`config.mk`:
```
export PLATFORM = sky130hd
export DESIGN_NAME = ps2_zx_keyboard_flat
export DESIGN_NICKNAME = d
export VERILOG_FILES = /design/src/rtl/ps2_zx_keyboard_pkg.sv /design/src/rtl/ps2_zx_keyboard_if.sv /design/src/rtl/ps2_zx_keyboard_rx.sv /design/src/rtl/ps2_zx_keyboard.sv /design/src/flat_wrapper.sv
export SDC_FILE = /design/constraint.sdc
export NUM_CORES = 1
export LEC_CHECK = 0
export CAP_MARGIN = 20
export CORE_MARGIN = 2
export CORE_UTILIZATION = 60
export DETAILED_ROUTE_END_ITERATION = 16
export PLACE_DENSITY = 0.87
export RECOVER_POWER = 50
export SLEW_MARGIN = 20
export SYNTH_ARGS = -nofsm -noshare
export SYNTH_HDL_FRONTEND = slang
export SYNTH_HIERARCHICAL = 1
export SYNTH_SLANG_ARGS = --single-unit
```
`constraint.sdc`:
```
create_clock -name CLK -period 4.7 [get_ports CLK]
set_input_delay 0.705 -clock CLK [delete_from_list [all_inputs] [get_ports CLK]]
set_output_delay 0.705 -clock CLK [all_outputs]
set_load 0.05 [all_outputs]
```
`src/rtl/ps2_zx_keyboard_pkg.sv`:
```
// Shared definitions for the PS/2 to ZX Spectrum keyboard front end:
// scancode constants, receiver states, key-flag bundle and the
// set-2 scancode to matrix position lookup.
package zx_kbd_pkg;

    // Prefix and protocol bytes
    localparam logic [7:0] SC_EXT    = 8'hE0;
    localparam logic [7:0] SC_BRK    = 8'hF0;
    localparam logic [7:0] SC_BAT    = 8'hAA;
    localparam logic [7:0] SC_ACK    = 8'hFA;
    localparam logic [7:0] SC_RESEND = 8'hFE;
    localparam logic [7:0] SC_OVR0   = 8'h00;
    localparam logic [7:0] SC_OVR1   = 8'hFF;

    // Hotkeys, modifiers and composite sources
    localparam logic [7:0] SC_F1     = 8'h05;
    localparam logic [7:0] SC_F11    = 8'h78;
    localparam logic [7:0] SC_CTRL   = 8'h14;
    localparam logic [7:0] SC_ALT    = 8'h11;
    localparam logic [7:0] SC_DEL    = 8'h71;
    localparam logic [7:0] SC_LSHIFT = 8'h12;
    localparam logic [7:0] SC_RSHIFT = 8'h59;
    localparam logic [7:0] SC_BKSP   = 8'h66;
    localparam logic [7:0] SC_ESC    = 8'h76;
    localparam logic [7:0] SC_LEFT   = 8'h6B;
    localparam logic [7:0] SC_RIGHT  = 8'h74;
    localparam logic [7:0] SC_DOWN   = 8'h72;
    localparam logic [7:0] SC_UP     = 8'h75;

    // Flat matrix indices (row*5 + col) of keys driven by composite flags
    localparam int POS_CAPS  = 0;   // r0c0
    localparam int POS_5     = 19;  // r3c4
    localparam int POS_0     = 20;  // r4c0
    localparam int POS_8     = 22;  // r4c2
    localparam int POS_7     = 23;  // r4c3
    localparam int POS_6     = 24;  // r4c4
    localparam int POS_SPACE = 35;  // r7c0
    localparam int POS_SYM   = 36;  // r7c1

    typedef enum logic [1:0] {
        RX_IDLE,
        RX_DATA,
        RX_PARITY,
        RX_STOP
    } rx_state_t;

    typedef struct packed {
        logic [2:0] row;
        logic [2:0] col;
        logic       valid;
    } key_pos_t;

    // Keys with more than one source are held as separate flags so that
    // releasing one source never clears a target another source asserts.
    typedef struct packed {
        logic lshift;
        logic rshift;
        logic ctrl_l;
        logic ctrl_r;
        logic alt_l;
        logic alt_r;
        logic del;
        logic bksp;
        logic esc;
        logic left;
        logic right;
        logic up;
        logic down;
        logic f1;
        logic f11;
    } key_flags_t;

    // Plain (non-extended) set-2 codes that map onto exactly one matrix key
    function automatic key_pos_t sc2pos(input logic [7:0] sc);
        key_pos_t p;
        p = '0;
        case (sc)
            8'h1A: p = {3'd0, 3'd1, 1'b1};  // Z
            8'h22: p = {3'd0, 3'd2, 1'b1};  // X
            8'h21: p = {3'd0, 3'd3, 1'b1};  // C
            8'h2A: p = {3'd0, 3'd4, 1'b1};  // V
            8'h1C: p = {3'd1, 3'd0, 1'b1};  // A
            8'h1B: p = {3'd1, 3'd1, 1'b1};  // S
            8'h23: p = {3'd1, 3'd2, 1'b1};  // D
            8'h2B: p = {3'd1, 3'd3, 1'b1};  // F
            8'h34: p = {3'd1, 3'd4, 1'b1};  // G
            8'h15: p = {3'd2, 3'd0, 1'b1};  // Q
            8'h1D: p = {3'd2, 3'd1, 1'b1};  // W
            8'h24: p = {3'd2, 3'd2, 1'b1};  // E
            8'h2D: p = {3'd2, 3'd3, 1'b1};  // R
            8'h2C: p = {3'd2, 3'd4, 1'b1};  // T
            8'h16: p = {3'd3, 3'd0, 1'b1};  // 1
            8'h1E: p = {3'd3, 3'd1, 1'b1};  // 2
            8'h26: p = {3'd3, 3'd2, 1'b1};  // 3
            8'h25: p = {3'd3, 3'd3, 1'b1};  // 4
            8'h2E: p = {3'd3, 3'd4, 1'b1};  // 5
            8'h45: p = {3'd4, 3'd0, 1'b1};  // 0
            8'h46: p = {3'd4, 3'd1, 1'b1};  // 9
            8'h3E: p = {3'd4, 3'd2, 1'b1};  // 8
            8'h3D: p = {3'd4, 3'd3, 1'b1};  // 7
            8'h36: p = {3'd4, 3'd4, 1'b1};  // 6
            8'h4D: p = {3'd5, 3'd0, 1'b1};  // P
            8'h44: p = {3'd5, 3'd1, 1'b1};  // O
            8'h43: p = {3'd5, 3'd2, 1'b1};  // I
            8'h3C: p = {3'd5, 3'd3, 1'b1};  // U
            8'h35: p = {3'd5, 3'd4, 1'b1};  // Y
            8'h5A: p = {3'd6, 3'd0, 1'b1};  // Enter
            8'h4B: p = {3'd6, 3'd1, 1'b1};  // L
            8'h42: p = {3'd6, 3'd2, 1'b1};  // K
            8'h3B: p = {3'd6, 3'd3, 1'b1};  // J
            8'h33: p = {3'd6, 3'd4, 1'b1};  // H
            8'h29: p = {3'd7, 3'd0, 1'b1};  // Space
            8'h3A: p = {3'd7, 3'd2, 1'b1};  // M
            8'h31: p = {3'd7, 3'd3, 1'b1};  // N
            8'h32: p = {3'd7, 3'd4, 1'b1};  // B
            default: p = '0;
        endcase
        return p;
    endfunction

endpackage

```
`src/rtl/ps2_zx_keyboard_if.sv`:
```
// ULA-side bus of the keyboard: port-#FE address in, column data and
// hotkey / reset-request levels out.
interface zx_kbd_if;
    logic [15:0] A;
    logic [4:0]  KEYB;
    logic        F11;
    logic        F1;
    logic        warm_reset;
    logic        cold_reset;

    modport master (output A, input KEYB, F11, F1, warm_reset, cold_reset);
    modport slave  (input A, output KEYB, F11, F1, warm_reset, cold_reset);
endinterface

```
`src/rtl/ps2_zx_keyboard_rx.sv`:
```
// PS/2 frame receiver: synchronises the raw lines, debounces PS2_CLK,
// collects start/8 data/parity/stop and pulses valid for one cycle
// after a frame with odd parity and a high stop bit.
module ps2_rx
    import zx_kbd_pkg::*;
#(
    parameter int FILTER_LEN  = 8,
    parameter int TIMEOUT_CYC = 2800
) (
    input  logic       clk_i,
    input  logic       rst_i,
    input  logic       ps2_clk_i,
    input  logic       ps2_dat_i,
    output logic [7:0] byte_o,
    output logic       valid_o
);

    localparam int FW = $clog2(FILTER_LEN + 1);
    localparam int TW = $clog2(TIMEOUT_CYC + 1);

    logic [1:0]    clk_sync_q;
    logic [1:0]    dat_sync_q;
    logic          filt_q;
    logic [FW-1:0] fcnt_q;
    logic          fall;
    logic          dat;

    rx_state_t     state_q, state_d;
    logic [2:0]    bitcnt_q, bitcnt_d;
    logic [7:0]    shreg_q, shreg_d;
    logic          par_q, par_d;
    logic [TW-1:0] to_q, to_d;
    logic          vld_q, vld_d;

    // Two-flop synchronisers; idle level of both lines is high
    always_ff @(posedge clk_i) begin
        if (rst_i) begin
            clk_sync_q <= 2'b11;
            dat_sync_q <= 2'b11;
        end else begin
            clk_sync_q <= {clk_sync_q[0], ps2_clk_i};
            dat_sync_q <= {dat_sync_q[0], ps2_dat_i};
        end
    end

    // Filtered clock flips only after FILTER_LEN consecutive opposite samples
    always_ff @(posedge clk_i) begin
        if (rst_i) begin
            filt_q <= 1'b1;
            fcnt_q <= '0;
        end else if (clk_sync_q[1] == filt_q) begin
            fcnt_q <= '0;
        end else if (fcnt_q == FW'(FILTER_LEN - 1)) begin
            filt_q <= clk_sync_q[1];
            fcnt_q <= '0;
        end else begin
            fcnt_q <= fcnt_q + 1'b1;
        end
    end

    // The cycle the filtered clock goes low is the bit sample point
    assign fall = filt_q & ~clk_sync_q[1] & (fcnt_q == FW'(FILTER_LEN - 1));
    assign dat  = dat_sync_q[1];

    // Frame FSM next state, shift register and inter-bit timeout
    always_comb begin
        state_d  = state_q;
        bitcnt_d = bitcnt_q;
        shreg_d  = shreg_q;
        par_d    = par_q;
        vld_d    = 1'b0;
        to_d     = (state_q == RX_IDLE || fall) ? '0 : to_q + 1'b1;
        case (state_q)
            RX_IDLE: begin
                if (fall && !dat) begin
                    state_d  = RX_DATA;
                    bitcnt_d = 3'd0;
                end
            end
            RX_DATA: begin
                if (fall) begin
                    shreg_d  = {dat, shreg_q[7:1]};
                    bitcnt_d = bitcnt_q + 3'd1;
                    if (bitcnt_q == 3'd7) state_d = RX_PARITY;
                end
            end
            RX_PARITY: begin
                if (fall) begin
                    par_d   = dat;
                    state_d = RX_STOP;
                end
            end
            RX_STOP: begin
                if (fall) begin
                    state_d = RX_IDLE;
                    vld_d   = dat & (^{shreg_q, par_q});
                end
            end
            default: state_d = RX_IDLE;
        endcase
        if (state_q != RX_IDLE && !fall && to_q == TW'(TIMEOUT_CYC - 1)) begin
            state_d = RX_IDLE;
        end
    end

    // Control state of the receiver
    always_ff @(posedge clk_i) begin
        if (rst_i) begin
            state_q  <= RX_IDLE;
            bitcnt_q <= '0;
            to_q     <= '0;
            vld_q    <= 1'b0;
        end else begin
            state_q  <= state_d;
            bitcnt_q <= bitcnt_d;
            to_q     <= to_d;
            vld_q    <= vld_d;
        end
    end

    // Received data bits; qualified by valid so no reset needed
    always_ff @(posedge clk_i) begin
        shreg_q <= shreg_d;
        par_q   <= par_d;
    end

    assign byte_o  = shreg_q;
    assign valid_o = vld_q;

endmodule

```
`src/rtl/ps2_zx_keyboard.sv`:
```
// PS/2 keyboard to ZX Spectrum 8x5 matrix: decodes set-2 make/break
// codes, keeps the matrix and composite-key flags, and serves the
// active-low column read for the half-rows selected by A[15:8].
module ps2_zx_keyboard
    import zx_kbd_pkg::*;
#(
    parameter int CLK_HZ     = 14_000_000,
    parameter int FILTER_LEN = 8,
    parameter int TIMEOUT_US = 200
) (
    input  logic     CLK,
    input  logic     RESET,
    input  logic     PS2_CLK,
    input  logic     PS2_DAT,
    zx_kbd_if.slave  kb
);

    localparam int TIMEOUT_CYC = int'(64'(TIMEOUT_US) * 64'(CLK_HZ) / 64'd1_000_000);

    logic [7:0]  rx_byte;
    logic        rx_vld;

    logic [39:0] base_q, base_d;
    key_flags_t  flg_q, flg_d;
    logic        ext_q, ext_d;
    logic        brk_q, brk_d;
    logic [39:0] eff;
    logic [4:0]  keyb_q, keyb_d;
    logic        warm_q, cold_q;
    key_pos_t    pos;
    logic [5:0]  idx;
    logic        mk;
    logic        unused_a;

    assign unused_a = ^kb.A[7:0];

    ps2_rx #(
        .FILTER_LEN (FILTER_LEN),
        .TIMEOUT_CYC(TIMEOUT_CYC)
    ) u_rx (
        .clk_i    (CLK),
        .rst_i    (RESET),
        .ps2_clk_i(PS2_CLK),
        .ps2_dat_i(PS2_DAT),
        .byte_o   (rx_byte),
        .valid_o  (rx_vld)
    );

    // Prefix tracking and make/break decode into matrix and flags
    always_comb begin
        base_d = base_q;
        flg_d  = flg_q;
        ext_d  = ext_q;
        brk_d  = brk_q;
        pos    = sc2pos(rx_byte);
        idx    = 6'(pos.row) * 6'd5 + 6'(pos.col);
        mk     = ~brk_q;
        if (rx_vld) begin
            if (rx_byte == SC_EXT) begin
                ext_d = 1'b1;
            end else if (rx_byte == SC_BRK) begin
                brk_d = 1'b1;
            end else if (rx_byte == SC_BAT || rx_byte == SC_ACK || rx_byte == SC_RESEND) begin
                // keyboard protocol replies carry no key information
            end else if (rx_byte == SC_OVR0 || rx_byte == SC_OVR1) begin
                base_d = '0;
                flg_d  = '0;
                ext_d  = 1'b0;
                brk_d  = 1'b0;
            end else begin
                ext_d = 1'b0;
                brk_d = 1'b0;
                if (ext_q) begin
                    case (rx_byte)
                        SC_CTRL:  flg_d.ctrl_r = mk;
                        SC_ALT:   flg_d.alt_r  = mk;
                        SC_DEL:   flg_d.del    = mk;
                        SC_LEFT:  flg_d.left   = mk;
                        SC_RIGHT: flg_d.right  = mk;
                        SC_DOWN:  flg_d.down   = mk;
                        SC_UP:    flg_d.up     = mk;
                        default:  ;
                    endcase
                end else begin
                    case (rx_byte)
                        SC_LSHIFT: flg_d.lshift = mk;
                        SC_RSHIFT: flg_d.rshift = mk;
                        SC_CTRL:   flg_d.ctrl_l = mk;
                        SC_ALT:    flg_d.alt_l  = mk;
                        SC_BKSP:   flg_d.bksp   = mk;
                        SC_ESC:    flg_d.esc    = mk;
                        SC_F1:     flg_d.f1     = mk;
                        SC_F11:    flg_d.f11    = mk;
                        default:   if (pos.valid) base_d[idx] = mk;
                    endcase
                end
            end
        end
    end

    // Effective matrix: direct keys OR every flag that targets a position
    always_comb begin
        eff            = base_q;
        eff[POS_CAPS]  = base_q[POS_CAPS] | flg_q.lshift | flg_q.rshift | flg_q.bksp
                       | flg_q.esc | flg_q.left | flg_q.right | flg_q.up | flg_q.down;
        eff[POS_0]     = base_q[POS_0] | flg_q.bksp;
        eff[POS_SPACE] = base_q[POS_SPACE] | flg_q.esc;
        eff[POS_SYM]   = base_q[POS_SYM] | flg_q.ctrl_l | flg_q.ctrl_r;
        eff[POS_5]     = base_q[POS_5] | flg_q.left;
        eff[POS_8]     = base_q[POS_8] | flg_q.right;
        eff[POS_6]     = base_q[POS_6] | flg_q.down;
        eff[POS_7]     = base_q[POS_7] | flg_q.up;
    end

    // Column read: a column goes low if any selected row has it pressed
    always_comb begin
        keyb_d = 5'h1F;
        for (int r = 0; r < 8; r++) begin
            for (int c = 0; c < 5; c++) begin
                if (eff[r*5 + c] && !kb.A[8 + r]) keyb_d[c] = 1'b0;
            end
        end
    end

    // Key state, prefixes and registered outputs
    always_ff @(posedge CLK) begin
        if (RESET) begin
            base_q <= '0;
            flg_q  <= '0;
            ext_q  <= 1'b0;
            brk_q  <= 1'b0;
            keyb_q <= 5'h1F;
            warm_q <= 1'b0;
            cold_q <= 1'b0;
        end else begin
            base_q <= base_d;
            flg_q  <= flg_d;
            ext_q  <= ext_d;
            brk_q  <= brk_d;
            keyb_q <= keyb_d;
            warm_q <= (flg_q.ctrl_l | flg_q.ctrl_r) & (flg_q.alt_l | flg_q.alt_r) & flg_q.del;
            cold_q <= (flg_q.ctrl_l | flg_q.ctrl_r) & (flg_q.alt_l | flg_q.alt_r) & flg_q.bksp;
        end
    end

    assign kb.KEYB       = keyb_q;
    assign kb.F1         = flg_q.f1;
    assign kb.F11        = flg_q.f11;
    assign kb.warm_reset = warm_q;
    assign kb.cold_reset = cold_q;

endmodule

```
`src/flat_wrapper.sv`:
```
// flat-port wrapper written by rule: the top's interface ports become plain ports
module ps2_zx_keyboard_flat import zx_kbd_pkg::*;
#(
    parameter int CLK_HZ     = 14_000_000,
    parameter int FILTER_LEN = 8,
    parameter int TIMEOUT_US = 200
)
  (CLK, RESET, PS2_CLK, PS2_DAT, kb_A, kb_KEYB, kb_F11, kb_F1, kb_warm_reset, kb_cold_reset);
  zx_kbd_if kb_i ();
  input  logic CLK;
  input  logic RESET;
  input  logic PS2_CLK;
  input  logic PS2_DAT;
  input wire logic [$bits(kb_i.A)-1:0] kb_A;
  output wire logic [$bits(kb_i.KEYB)-1:0] kb_KEYB;
  output wire logic [$bits(kb_i.F11)-1:0] kb_F11;
  output wire logic [$bits(kb_i.F1)-1:0] kb_F1;
  output wire logic [$bits(kb_i.warm_reset)-1:0] kb_warm_reset;
  output wire logic [$bits(kb_i.cold_reset)-1:0] kb_cold_reset;
  assign kb_i.A = kb_A;
  assign kb_KEYB = kb_i.KEYB;
  assign kb_F11 = kb_i.F11;
  assign kb_F1 = kb_i.F1;
  assign kb_warm_reset = kb_i.warm_reset;
  assign kb_cold_reset = kb_i.cold_reset;
  ps2_zx_keyboard #(.CLK_HZ(CLK_HZ), .FILTER_LEN(FILTER_LEN), .TIMEOUT_US(TIMEOUT_US)) u_core (.CLK(CLK), .RESET(RESET), .PS2_CLK(PS2_CLK), .PS2_DAT(PS2_DAT), .kb(kb_i));
endmodule
```
==> results of run 1 <==
[per-layer routing]
layer / global-route usage, % / wire (um) / up-vias
met3: 5.085 / 1159 / 46
met4: 13.36 / 393 / 0
li1: - / - / 2482
met1: 37.14 / 6264 / 2552
met5: 0 / 0 / -
met2: 49.60 / 7548 / 281
[how the worst min path moves through the flow]
stage / from / end / depth (start not counted)
5_1_grt: u_core/u_rx/clk_sync_q[0]$_SDFF_PP1_ / u_core/u_rx/clk_sync_q[1]$_SDFF_PP1_ / 1
4_1_cts: u_core/u_rx/clk_sync_q[0]$_SDFF_PP1_ / u_core/u_rx/clk_sync_q[1]$_SDFF_PP1_ / 1
3_3_place_gp: u_core/u_rx/dat_sync_q[0]$_SDFF_PP1_ / u_core/u_rx/dat_sync_q[1]$_SDFF_PP1_ / 1
2_1_floorplan: u_core/u_rx/clk_sync_q[0]$_SDFF_PP1_ / u_core/u_rx/clk_sync_q[1]$_SDFF_PP1_ / 1
6_report: u_core/u_rx/clk_sync_q[0]$_SDFF_PP1_ / u_core/u_rx/clk_sync_q[1]$_SDFF_PP1_ / 1
3_5_place_dp: u_core/u_rx/clk_sync_q[0]$_SDFF_PP1_ / u_core/u_rx/clk_sync_q[1]$_SDFF_PP1_ / 1
[area by class of cell]
class / count / area [um2] / share of cell area (%)
flip-flops and latches: 100 / 2092 / 32.09
inverters: 24 / 90.09 / 1.382
repair buffers: 50 / 414.1 / 6.353
multi-input cells: 481 / 3556 / 54.55
well taps: 133 / 166.4 / 2.553
clock inverters: 7 / 76.32 / 1.171
clock buffers: 9 / 123.9 / 1.900
[cell families (layout without fill, tap and decap cells)]
kind of cell             Yosys count  in the layout
AO/OA/AOI/OAI                    207            207
XOR/XNOR                          23             23
adder cells (fa/ha/maj)           25             25
buffers and inverters             63             90
flip-flops                       100            100
multiplexers                       5              5
AND/OR/NAND/NOR                  220            221
[flip-flops by register name, summed over array words and instances, names as in the netlist, 2 cells and up]
register / flops
u_core/base_q: 40
u_core/flg_q: 13
u_core/u_rx/to_q: 12
u_core/u_rx/byte_o: 8
u_core/kb.KEYB: 5
u_core/u_rx/fcnt_q: 4
u_core/u_rx/bitcnt_q: 3
u_core/u_rx/clk_sync_q: 2
u_core/u_rx/dat_sync_q: 2
u_core/u_rx/state_q: 2
[per-stage QoR]
| step | total power, mW | std cells | hold WS, ns | worst slack [ns] | util, % |
|---|---|---|---|---|---|
| after floorplan | 0.9791 | 643 | 0.3895 | 0.4588 | - |
| after global placement | 1.003 | 780 | 0.3928 | 0.2840 | 64.32 |
| after detailed placement | 1.018 | 780 | 0.3970 | 0.1272 | 64.32 |
| after CTS | 1.570 | 796 | 0.4125 | 0.09263 | 66.39 |
| after global routing | 1.615 | 804 | 0.4286 | -0.1384 | 67.63 |
| final | 1.565 | 804 | 0.4101 | 0.1506 | 67.63 |
[cells in the final DEF, fill, tap and decap left out, drive strengths merged, types with 10 or more instances in the layout]
master and instances:
a41oi 12, inv 28, o2bb2ai 10, and2 11, ha 24, nor2b 15, clkbuf 12, o311ai 19
nor2 55, clkdlybuf4s50 12, nor3 10, xor2 13, a22o 11, buf 27, nand3 18, o21ai 47
and3 12, a21oi 24, nand2 38, dfxtp 91, nand2b 11
[power by group]
part / internal (mW) / switching [mW] / total [mW]
clock network: 0.214 / 0.354 / 0.567
registers: 0.869 / 0.00936 / 0.879
logic: 0.0468 / 0.0726 / 0.119
[worst reg2reg max path: stages (launching register included)]
cell and delay, ns:
sky130_fd_sc_hd__edfxtp_1 0.51, sky130_fd_sc_hd__inv_1 0.18, sky130_fd_sc_hd__ha_1 0.27, sky130_fd_sc_hd__nor2b_1 0.15
sky130_fd_sc_hd__a221oi_1 0.31, sky130_fd_sc_hd__nor4_1 0.16, sky130_fd_sc_hd__a211oi_4 0.29, sky130_fd_sc_hd__inv_1 0.09
sky130_fd_sc_hd__ha_1 0.30, sky130_fd_sc_hd__ha_1 0.34, sky130_fd_sc_hd__fa_1 0.48, sky130_fd_sc_hd__nor2_1 0.16
sky130_fd_sc_hd__a2bb2oi_1 0.08, sky130_fd_sc_hd__nor2_1 0.18, sky130_fd_sc_hd__o211a_1 0.20, sky130_fd_sc_hd__nand3_2 0.22
sky130_fd_sc_hd__o311ai_2 0.40, sky130_fd_sc_hd__o21ai_1 0.12
[what timing repair did]
| action | CTS | global route |
|---|---|---|
| gates resized for setup | 0 | 11 |
| setup endpoints to repair | 0 | 40 |
| buffers inserted | 0 | 7 |
==> results.md, run 1 <==
| Metric | This run |
|:---|:---|
| Result of the run | finished, final reports clean |
| Most used standard cells in the synthesized netlist | sky130_fd_sc_hd__dfxtp_1, sky130_fd_sc_hd__nor2_1, sky130_fd_sc_hd__nand2_1 |
| Hold-fix buffer count after cts | 0 |
| Synth unique cells | 97 |
| Count of antenna-violating nets left after detailed routing | 0 |
| Via total after detailed routing | 5361 |
| Setup violations, final | 0 |
| Number of enable flip-flop cells after synthesis | 9 |
| Complex-gate fraction of the synthesized area | 26.83% |
| Latest clock arrival within the worst-skew pair | 0.39 ns |
| Startpoint types | register |
| Main combinational cell family by area after synthesis | compound AO/OA/AOI/OAI gates |
| Count of max-cap constraint violations | 0 |
| Register clock-pin slew on the reported worst setup and hold paths | 0.11 ns |
| Number of buffers between clock root and the deepest sink | 2 |
| Cell accounting for the most synthesized area | sky130_fd_sc_hd__dfxtp_1 |
| Synthesized instance count | 643 |
| Worst supply voltage drop on vdd | 0.0002159 V |
| GRT Residual Overflow | 0 |
| Num CTS Buffers | 9 |
| Number of design rule violations left after detail routing | 0 |
| Arrival time of the worst setup path | 4.81 ns |
| Category of cells accounting for the largest share of critical-path delay | adder cells |
| Total Die Area | 10630 um2 |
| Hold Fails Final Rpt | 0 |
| Share of the synthesized area in the top cell type | 30.93% |
| Crit path kind | register to register |
| Final net count | 711 |
| R2R Path Start | u_core/u_rx/byte_o[1]$_DFFE_PP_ |
| Count of synthesis-stage warnings from yosys | 6 |
| Drt total wl | 15.37 mm |
| Input/output buffers | 20 |
| Capture point of the critical path | u_core/base_q[21]$_SDFFE_PP0P_ |
| Core ar. | 9639 um2 |
| Wire length of the first global-routing pass | 24.60 mm |
| Leakage power | 2.320 nW |
| Maximum number of pins on one net before global-route repair | 29 |
| Chain of cells forming the critical path | inv_1 > ha_1 > nor2b_1 > a221oi_1 > nor4_1 > a211oi_4 > inv_1 > ha_1 > ha_1 > fa_1 > nor2_1 > a2bb2oi_1 > nor2_1 > o211a_1 > nand3_2 > o311ai_2 > o21ai_1 |
| Leading cell type by number of instances after synthesis | sky130_fd_sc_hd__dfxtp_1 |
| Cell Area, Synth | 5891 um2 |
| Final RePlAce weighted congestion | 0.9383 |
| R2R depth | 17 |
| Maximum achievable frequency | 0.2198 GHz |
| Number of global-route vias before repair | 5059 |
| Beginning of the critical path | u_core/u_rx/byte_o[1]$_DFFE_PP_ |
| Filler instances | 806 |
| Buffer and inverter count on the worst path | 2 |
| Type of the most critical hold path | register to register |
| Crit-path max cell delay | 0.51 ns |
| Chip width | 103.1 um |
| Net count after synthesis | 688 |
| Synthesis-stage register bit count | 100 |
| Clock tree sinks | 100 |
| Antenna Cells | 0 |
| Multiplexer share of the synthesized area | 0.8709% |
| Parity-gate share of the synthesized area counting xor and xnor cells | 3.908% |
| Req. time, crit path | 4.96 ns |
| Clk root buf | sky130_fd_sc_hd__clkbuf_8 |
| Htree depth | 3 |
| Tightest Pin Transition | 1.234 ns |
| Average vias per placed instance | 6.668 |
| Post-synthesis adder-cell area fraction | 5.438% |
| Avg Synthesized Cell Area | 9.161 um2 |
| Standard cell area after detailed placement | 6200 um2 |
| First drt pass iteration count | 5 |
| Number of ports placed on the die boundary | 29 |
| Crit-path most repeated cell | sky130_fd_sc_hd__ha_1 |
| Destination of the worst register-to-register timing path | u_core/base_q[21]$_SDFFE_PP0P_ |
| Sequential share of the synthesized area | 35.51% |
| Row Count | 36 |
| Simple logic cell fraction of the synthesized area | 22.01% |
| Post-route clock skew | 0.01875 ns |
| Max-slew violations | 0 |
| Max FO, Critical Path | 8 |
| Clock tree from TritonCTS | done |
| Floorplan die height | 103.1 um |
| Layout Cell Area excl Fill | 6519 um2 |
| Register-to-register path setup slack | 0.15 ns |
| Power density relative to cell area | 240.1 nW/um2 |
| Dominant cells by area after synthesis | sky130_fd_sc_hd__dfxtp_1, sky130_fd_sc_hd__ha_1, sky130_fd_sc_hd__edfxtp_1, sky130_fd_sc_hd__nor2_1, sky130_fd_sc_hd__o311ai_1 |
| Post-synthesis async set-or-reset flop share | 0% |
| Post-synthesis to final-layout area growth | 10.66% |
| Fraction of layout cells with a size suffix above 1 | 14.90% |
| Average routed wire per standard cell | 19.11 um |
| Type of destination of the critical path | register |
| Prevailing post-synth register cell | sky130_fd_sc_hd__dfxtp_1 |
| Drt initial violations | 467 |
| Total routing resource utilization after global routing | 29.53% |
| Initial antenna violation count | 0 |
| Initial cell density of the core | 61.11% |
| Slowest cell on the critical path | sky130_fd_sc_hd__edfxtp_1 |
| Post-route setup TNS | 0 ns |
| Post-route fraction of the period consumed by the critical path | 96.80% |
| Worst slew slack as a fraction of its limit | 17.74% |
| Tmin final | 4.549 ns |
| Detailed-placement wirelength estimate | 10.82 mm |
| WP depth | 17 |
Note: power is estimated with default switching activity, not from simulation.
==> run 2: changes to the inputs <==
==> constraint.sdc (replaced) <==
create_clock -name CLK -period 4.88 [get_ports CLK]
set_input_delay 0.732 -clock CLK [delete_from_list [all_inputs] [get_ports CLK]]
set_output_delay 0.732 -clock CLK [all_outputs]
set_load 0.05 [all_outputs]
==> run 2 against run 1 <==
Sequential share of layout area up 0.62 points. Hold slack better by 0.0028 ns. Clock-buffer cell count up 1. Global-route usage down 1.0 points. Total power down 5.4%. Flip-flop and latch count unchanged. Clock skew down 0.0044 ns. Clock power down 7.2%. Critical path type unchanged.
==> results.md, run 2 (synthesized netlist as in run 1, its figures left out) <==
| Metric | This run | Change |
|:---|:---|:---|
| Initial antenna violation count | 0 | unchanged |
| Crit path kind | register to register |  |
| Detailed-placement wirelength estimate | 10.54 mm | -2.6% |
| Register clock-pin slew on the reported worst setup and hold paths | 0.10 ns | about the same |
| Htree depth | 3 | unchanged |
| Power density relative to cell area | 231.5 nW/um2 | -3.6% |
| Max FO, Critical Path | 8 | unchanged |
| Placed instance count | 777 | -0.38% |
| Count of antenna-violating nets left after detailed routing | 0 | unchanged |
| Total routing resource utilization after global routing | 28.51% | -1.0 points |
| Worst supply voltage drop on vdd | 0.0002341 V | +8.4% |
| First drt pass iteration count | 8 | +3 |
| Row Count | 36 | unchanged |
| Clk root buf | sky130_fd_sc_hd__clkbuf_8 |  |
| Req. time, crit path | 5.14 ns | +0.18 ns |
| Most frequent cells in the layout | sky130_fd_sc_hd__dfxtp_1, sky130_fd_sc_hd__nor2_1, sky130_fd_sc_hd__nand2_1, sky130_fd_sc_hd__o21ai_0 |  |
| Met2 Routed Length | 7.133 mm | -5.5% |
| Drt total wl | 14.64 mm | -4.7% |
| Met1 Wirelength | 5.936 mm | -5.2% |
| Clock tree from TritonCTS | done |  |
| Leakage power | 2.275 nW | -1.9% |
| Hold path start | u_core/u_rx/clk_sync_q[0]$_SDFF_PP1_ |  |
| Hold Fails Final Rpt | 0 | unchanged |
| Post-route setup TNS | 0 ns | unchanged |
| Initial cell density of the core | 61.11% | unchanged |
| Crit-path max cell delay | 0.49 ns | -0.02 ns |
| Post-route fraction of the period consumed by the critical path | 96.57% | -0.22 points |
| Crit-path most repeated cell | sky130_fd_sc_hd__ha_1 |  |
| Terminating pin of the worst hold path | u_core/u_rx/clk_sync_q[1]$_SDFF_PP1_ |  |
| Buffer and inverter count on the worst path | 2 | unchanged |
| GRT Residual Overflow | 0 | unchanged |
| Multi-input gate area | 3495 um2 | -1.7% |
| Type of the most critical hold path | register to register |  |
| Tightest Pin Transition | 1.073 ns | -0.1612 ns |
| Arrival time of the worst setup path | 4.98 ns | +0.17 ns |
| R2R depth | 16 | -1 |
| Maximum number of pins on one net before global-route repair | 29 | unchanged |
| Via total after detailed routing | 5273 | -1.6% |
| Destination of the worst register-to-register timing path | u_core/base_q[27]$_SDFFE_PP0P_ |  |
| Filler instances | 814 | +0.99% |
| Slowest cell on the critical path | sky130_fd_sc_hd__fa_1 |  |
| Worst Setup Slack post-DPL | 0.1593 ns | +0.03212 ns |
| Number of design rule violations left after detail routing | 0 | unchanged |
| Combined flip-flop and latch cell area | 2092 um2 | unchanged |
| Hold-fix buffer count after cts | 0 | unchanged |
| Total Die Area | 10630 um2 | unchanged |
| Number of flip-flops in the largest register | 40 | unchanged |
| Number of global-route vias before repair | 4847 | -4.2% |
| Latest clock arrival within the worst-skew pair | 0.38 ns | about the same |
| Max Used Layer | met4 |  |
| Utilization of the core after routing | 66.36% | -1.3 points |
| Number of buffers between clock root and the deepest sink | 2 | unchanged |
| Wire length of the first global-routing pass | 23.89 mm | -2.9% |
| Registers with the most flip-flops | u_core/base_q (40), u_core/flg_q (13), u_core/u_rx/to_q (12) |  |
| Type of destination of the critical path | register |  |
| RSZ-0062 raised after global routing | no |  |
| Category of cells accounting for the largest share of critical-path delay | compound AO/OA/AOI/OAI gates |  |
| Instance count along the most critical hold path | 1 | unchanged |
| Input/output buffers | 20 | unchanged |
| Setup slack of the critical path after layout | 0.1672 ns | +0.01669 ns |
| Total met3 wirelength after detailed routing | 1.135 mm | -2.1% |
| Top register by number of flip-flops | u_core/base_q |  |
| Max-slew violations | 0 | unchanged |
| R2R Path Start | u_core/u_rx/byte_o[1]$_DFFE_PP_ |  |
| Result of the run | finished, final reports clean |  |
| Num CTS Buffers | 9 | unchanged |
| Fraction of layout cells with a size suffix above 1 | 12.84% | -2.1 points |
| Worst slew slack as a fraction of its limit | 28.48% | +11 points |
| Average vias per placed instance | 6.633 | -0.53% |
| Commonest non-fill, non-tap cell in the layout | sky130_fd_sc_hd__dfxtp_1 |  |
| Count of max-cap constraint violations | 0 | unchanged |
| Chain of cells forming the critical path | buf_4 > ha_1 > nor2b_1 > a2111oi_2 > nor4_1 > a211oi_4 > inv_1 > ha_1 > ha_1 > fa_1 > xnor2_1 > a211o_1 > nor2_1 > o2111ai_2 > o311ai_1 > o21ai_1 |  |
| Final net count | 703 | -1.1% |
| Tmin final | 4.713 ns | +0.1633 ns |
| Core ar. | 9639 um2 | unchanged |
| Post-synthesis to final-layout area growth | 8.581% |  |
| Post-Layout Cell Count | 795 | -1.1% |
| Fin Hold WS | 0.4129 ns | +0.002793 ns |
| Average routed wire per standard cell | 18.42 um | -3.6% |
| Floorplan die height | 103.1 um | unchanged |
| Drt initial violations | 608 | +30% |
| Startpoint types | register |  |
| Final RePlAce weighted congestion | 0.9311 | -0.77% |
| Clock tree sinks | 100 | unchanged |
| Setup violations, final | 0 | unchanged |
| Register-to-register path setup slack | 0.17 ns | +0.02 ns |
| Number of ports placed on the die boundary | 29 | unchanged |
| Maximum achievable frequency | 0.2122 GHz | -3.5% |
| Antenna Cells | 0 | unchanged |
| Post-route clock skew | 0.01434 ns | -0.004409 ns |
| Chip width | 103.1 um | unchanged |
## run 2: cell type report
type,count,area share (%)
flip-flops and latches,100,32.71
well taps,133,2.602
clock buffers,10,1.995
multi-input cells,480,54.64
inverters,24,1.408
clock inverters,5,0.9390
repair buffers,43,5.712
## run 2: worst reg2reg max path: cells and delay by family (launching register included)
family / cells / cell delay, ns
AO/OA/AOI/OAI: 6 / 1.82
adder cells (fa/ha/maj): 4 / 1.39
AND/OR/NAND/NOR: 3 / 0.51
flip-flops: 1 / 0.46
buffers and inverters: 2 / 0.26
XOR/XNOR: 1 / 0.17
## run 2: worst max-delay path by stage
stage	start	endpoint	slack, ns	cells past startpoint
final	u_core/u_rx/byte_o[1]$_DFFE_PP_	u_core/base_q[27]$_SDFFE_PP0P_	0.17	16
after global routing	u_core/u_rx/byte_o[1]$_DFFE_PP_	u_core/base_q[11]$_SDFFE_PP0P_	0.008	17
after CTS	u_core/u_rx/byte_o[1]$_DFFE_PP_	u_core/base_q[34]$_SDFFE_PP0P_	0.11	17
after detailed placement	u_core/u_rx/byte_o[1]$_DFFE_PP_	u_core/base_q[33]$_SDFFE_PP0P_	0.16	17
after global placement	u_core/u_rx/byte_o[1]$_DFFE_PP_	u_core/base_q[32]$_SDFFE_PP0P_	0.32	17
after floorplan	u_core/u_rx/byte_o[0]$_DFFE_PP_	u_core/base_q[11]$_SDFFE_PP0P_	0.64	13
## run 2: metrics by stage
step | area [um2] | power, mW
floorplan | 5891 | 0.9430
global placement | 6177 | 0.9664
detailed placement | 6177 | 0.9733
CTS | 6365 | 1.490
global route | 6396 | 1.535
finish | 6396 | 1.481
## run 2: timing repair
action,CTS,global route
setup endpoints to repair,0,40
resized for setup,0,2
buffers inserted,0,3
## run 2: power by group
part,internal [mW],switching (mW),leakage [nW]
Clock,0.238,0.289,0.0946
Combinational,0.0455,0.0639,1.37
Sequential,0.837,0.00800,0.815
## run 2: metal layers
metal	vias up	track usage, %
li1	2464	-
met1	2509	36.02
met2	253	47.60
met3	47	6.441
met4	0	10.73
met5	-	0
==> run 3: changes to the inputs <==
--- a/config.mk
+++ b/config.mk
@@ -6,10 +6,11 @@
 export NUM_CORES = 1
 export LEC_CHECK = 0
 export CAP_MARGIN = 20
-export CORE_MARGIN = 2
+export CORE_MARGIN = 4
 export CORE_UTILIZATION = 60
+export CTS_CLUSTER_SIZE = 40
 export DETAILED_ROUTE_END_ITERATION = 16
-export PLACE_DENSITY = 0.87
+export PLACE_DENSITY = 0.82
 export RECOVER_POWER = 50
 export SLEW_MARGIN = 20
 export SYNTH_ARGS = -nofsm -noshare
==> run 3 against run 2 <==
Register-to-register slack gained 0.14 ns. Total power grew 2.9%. Hold slack gained 0.0066 ns. Maximum frequency grew 3.0%. Sequential power is essentially flat. Die area grew 7.9%. Critical path depth is the same. Clock skew shrank 0.0037 ns. Core utilization grew 2.1 points. First-iteration DRC count shrank 0.82%. Sequential share of layout area shrank 0.26 points.
==> results.md, run 3 (synthesized netlist as in run 1, its figures left out) <==
| Metric | This run | Change |
|:---|:---|:---|
| GRT Residual Overflow | 0 | unchanged |
| Tmin final | 4.577 ns | -0.1355 ns |
| Type of destination of the critical path | register |  |
| Count of antenna-violating nets left after detailed routing | 0 | unchanged |
| Via total after detailed routing | 5272 | -0.019% |
| Post-Layout Cell Count | 794 | -0.13% |
| Post-route fraction of the period consumed by the critical path | 93.80% | -2.8 points |
| Overall power | 1.524 mW | +2.9% |
| Hold Fails Final Rpt | 0 | unchanged |
| Chip width | 107.1 um | +3.9% |
| Number of buffers between clock root and the deepest sink | 2 | unchanged |
| Latest clock arrival within the worst-skew pair | 0.37 ns | about the same |
| Total routing resource utilization after global routing | 25.86% | -2.6 points |
| Max FO, Critical Path | 8 | unchanged |
| Filler instances | 730 | -10% |
| Number of design rule violations left after detail routing | 0 | unchanged |
| Startpoint types | register |  |
| Result of the run | finished, final reports clean |  |
| Post-synthesis to final-layout area growth | 9.452% |  |
| Worst Setup Slack post-DPL | 0.3373 ns | +0.1780 ns |
| Post-route clock skew | 0.01068 ns | -0.003654 ns |
| Most frequent cells in the layout | sky130_fd_sc_hd__dfxtp_1, sky130_fd_sc_hd__nor2_1, sky130_fd_sc_hd__nand2_1, sky130_fd_sc_hd__o21ai_0 |  |
| Max-slew violations | 0 | unchanged |
| Initial cell density of the core | 62.56% | +1.5 points |
| Floorplan die height | 107.1 um | +3.9% |
| Tightest Pin Transition | 1.310 ns | +0.2377 ns |
| Maximum number of pins on one net before global-route repair | 29 | unchanged |
| Input/output buffers | 20 | unchanged |
| Clock tree sinks | 100 | unchanged |
| Final RePlAce weighted congestion | 0.9052 | -2.8% |
| Core ar. | 9415 um2 | -2.3% |
| Wire length of the first global-routing pass | 24.12 mm | +0.92% |
| Fraction of layout cells with a size suffix above 1 | 13.08% | +0.24 points |
| Worst supply voltage drop on vdd | 0.0002607 V | +11% |
| Setup violations, final | 0 | unchanged |
| Number of global-route vias before repair | 4869 | +0.45% |
| Clk root buf | sky130_fd_sc_hd__clkbuf_8 |  |
| Type of the most critical hold path | register to register |  |
| Clock tree from TritonCTS | done |  |
| Maximum achievable frequency | 0.2185 GHz | +3.0% |
| Arrival time of the worst setup path | 4.84 ns | -0.14 ns |
| Power density relative to cell area | 236.4 nW/um2 | +2.1% |
| Leakage power | 2.293 nW | +0.79% |
| RSZ-0062 raised after global routing | no |  |
| Final net count | 705 | +0.28% |
| Top register by number of flip-flops | u_core/base_q |  |
| Average routed wire per standard cell | 18.33 um | -0.47% |
| Hold-fix buffer count after cts | 0 | unchanged |
| Crit path kind | register to register |  |
| Number of ports placed on the die boundary | 29 | unchanged |
| Antenna Cells | 0 | unchanged |
| Fin Hold WS | 0.4195 ns | +0.006639 ns |
| Drt initial violations | 603 | -0.82% |
| Req. time, crit path | 5.14 ns | about the same |
| Placed instance count | 773 | -0.51% |
| Setup slack of the critical path after layout | 0.3028 ns | +0.1355 ns |
| Registers with the most flip-flops | u_core/base_q (40), u_core/flg_q (13), u_core/u_rx/to_q (12) |  |
| Htree depth | 3 | unchanged |
| Post-route setup TNS | 0 ns | unchanged |
| Worst slew slack as a fraction of its limit | 12.64% | -16 points |
| Num CTS Buffers | 9 | unchanged |
| Detailed-placement wirelength estimate | 10.54 mm | about the same |
| Average vias per placed instance | 6.640 | +0.11% |
| Layout Cell Area excl Fill | 6447 um2 | +0.80% |
| Initial antenna violation count | 0 | unchanged |
| Register clock-pin slew on the reported worst setup and hold paths | 0.10 ns | about the same |
| Total Die Area | 11470 um2 | +7.9% |
| Commonest non-fill, non-tap cell in the layout | sky130_fd_sc_hd__dfxtp_1 |  |
| Utilization of the core after routing | 68.48% | +2.1 points |
| First drt pass iteration count | 6 | -2 |
| Row Count | 35 | -2.8% |
| Count of max-cap constraint violations | 0 | unchanged |
| Drt total wl | 14.55 mm | -0.59% |
| Number of flip-flops in the largest register | 40 | unchanged |
| Standard cell area after detailed placement | 6172 um2 | about the same |
==> run 3: changes by cell type in the layout (fill, tap and decap cells not counted), sizes merged <==
cell | previous run | this run
clkdlybuf4s50 | 9 | 12
dlygate4sd3 | 11 | 8
buf | 20 | 22
clkbuf | 13 | 15
clkinv | 1 | 2
clkinvlp | 1 | 0
inv | 26 | 25
==> run 3: path summary, 6_finish.rpt <==
path | from | end | slack [ns] | cells after the start
hold reg to reg | u_core/u_rx/dat_sync_q[0]$_SDFF_PP1_ | u_core/u_rx/dat_sync_q[1]$_SDFF_PP1_ | 0.42 | 1
setup / recovery | u_core/u_rx/byte_o[1]$_DFFE_PP_ | u_core/base_q[30]$_SDFFE_PP0P_ | 0.30 | 16
hold / removal | u_core/u_rx/dat_sync_q[0]$_SDFF_PP1_ | u_core/u_rx/dat_sync_q[1]$_SDFF_PP1_ | 0.42 | 1
setup reg to reg | u_core/u_rx/byte_o[1]$_DFFE_PP_ | u_core/base_q[30]$_SDFFE_PP0P_ | 0.30 | 16
==> run 3: worst max-delay path, cell delays in order (launching register included) <==
cell                        delay, ns
sky130_fd_sc_hd__edfxtp_1        0.49
sky130_fd_sc_hd__inv_1           0.14
sky130_fd_sc_hd__ha_1            0.35
sky130_fd_sc_hd__nor2b_1         0.15
sky130_fd_sc_hd__a221oi_1        0.26
sky130_fd_sc_hd__nor4_2          0.13
sky130_fd_sc_hd__a211oi_4        0.39
sky130_fd_sc_hd__inv_1           0.08
sky130_fd_sc_hd__ha_1            0.30
sky130_fd_sc_hd__ha_1            0.34
sky130_fd_sc_hd__fa_1            0.49
sky130_fd_sc_hd__xnor2_1         0.17
sky130_fd_sc_hd__a211o_1         0.25
sky130_fd_sc_hd__nor2_1          0.21
sky130_fd_sc_hd__o2111ai_4       0.26
sky130_fd_sc_hd__o311ai_1        0.34
sky130_fd_sc_hd__o21ai_1         0.11
==> run 3: area by class of cell <==
cell class	count	area (um2)	area share, %
clock buffer	12	166.4	2.581
clock inverter	4	52.55	0.8151
inverter	24	90.09	1.397
multi-input combinational	480	3508	54.41
sequential	100	2092	32.45
tap	129	161.4	2.503
timing repair buffer	45	376.6	5.841
==> run 3: where the power goes <==
part | switching [mW] | internal (mW) | leakage, nW
Combinational | 0.0655 | 0.0440 | 1.37
Sequential | 0.00854 | 0.837 | 0.815
Clock | 0.285 | 0.284 | 0.112
Total | 0.359 | 1.17 | 2.29
==> run 3: timing repair <==
action | 4_1_cts | 5_1_grt
setup endpoints to repair | 0 | 22
setup buffers | 0 | 5
gates resized for setup | 0 | 4
==> run 3: routing by layer <==
| layer | global-route usage (%) | share of wire, % | up-vias |
|---|---|---|---|
| li1 | - | - | 2478 |
| met1 | 34.93 | 43 | 2558 |
| met2 | 41.47 | 48 | 214 |
| met3 | 4.816 | 7.7 | 22 |
| met4 | 8.950 | 1.8 | 0 |
| met5 | 0 | 0 | - |
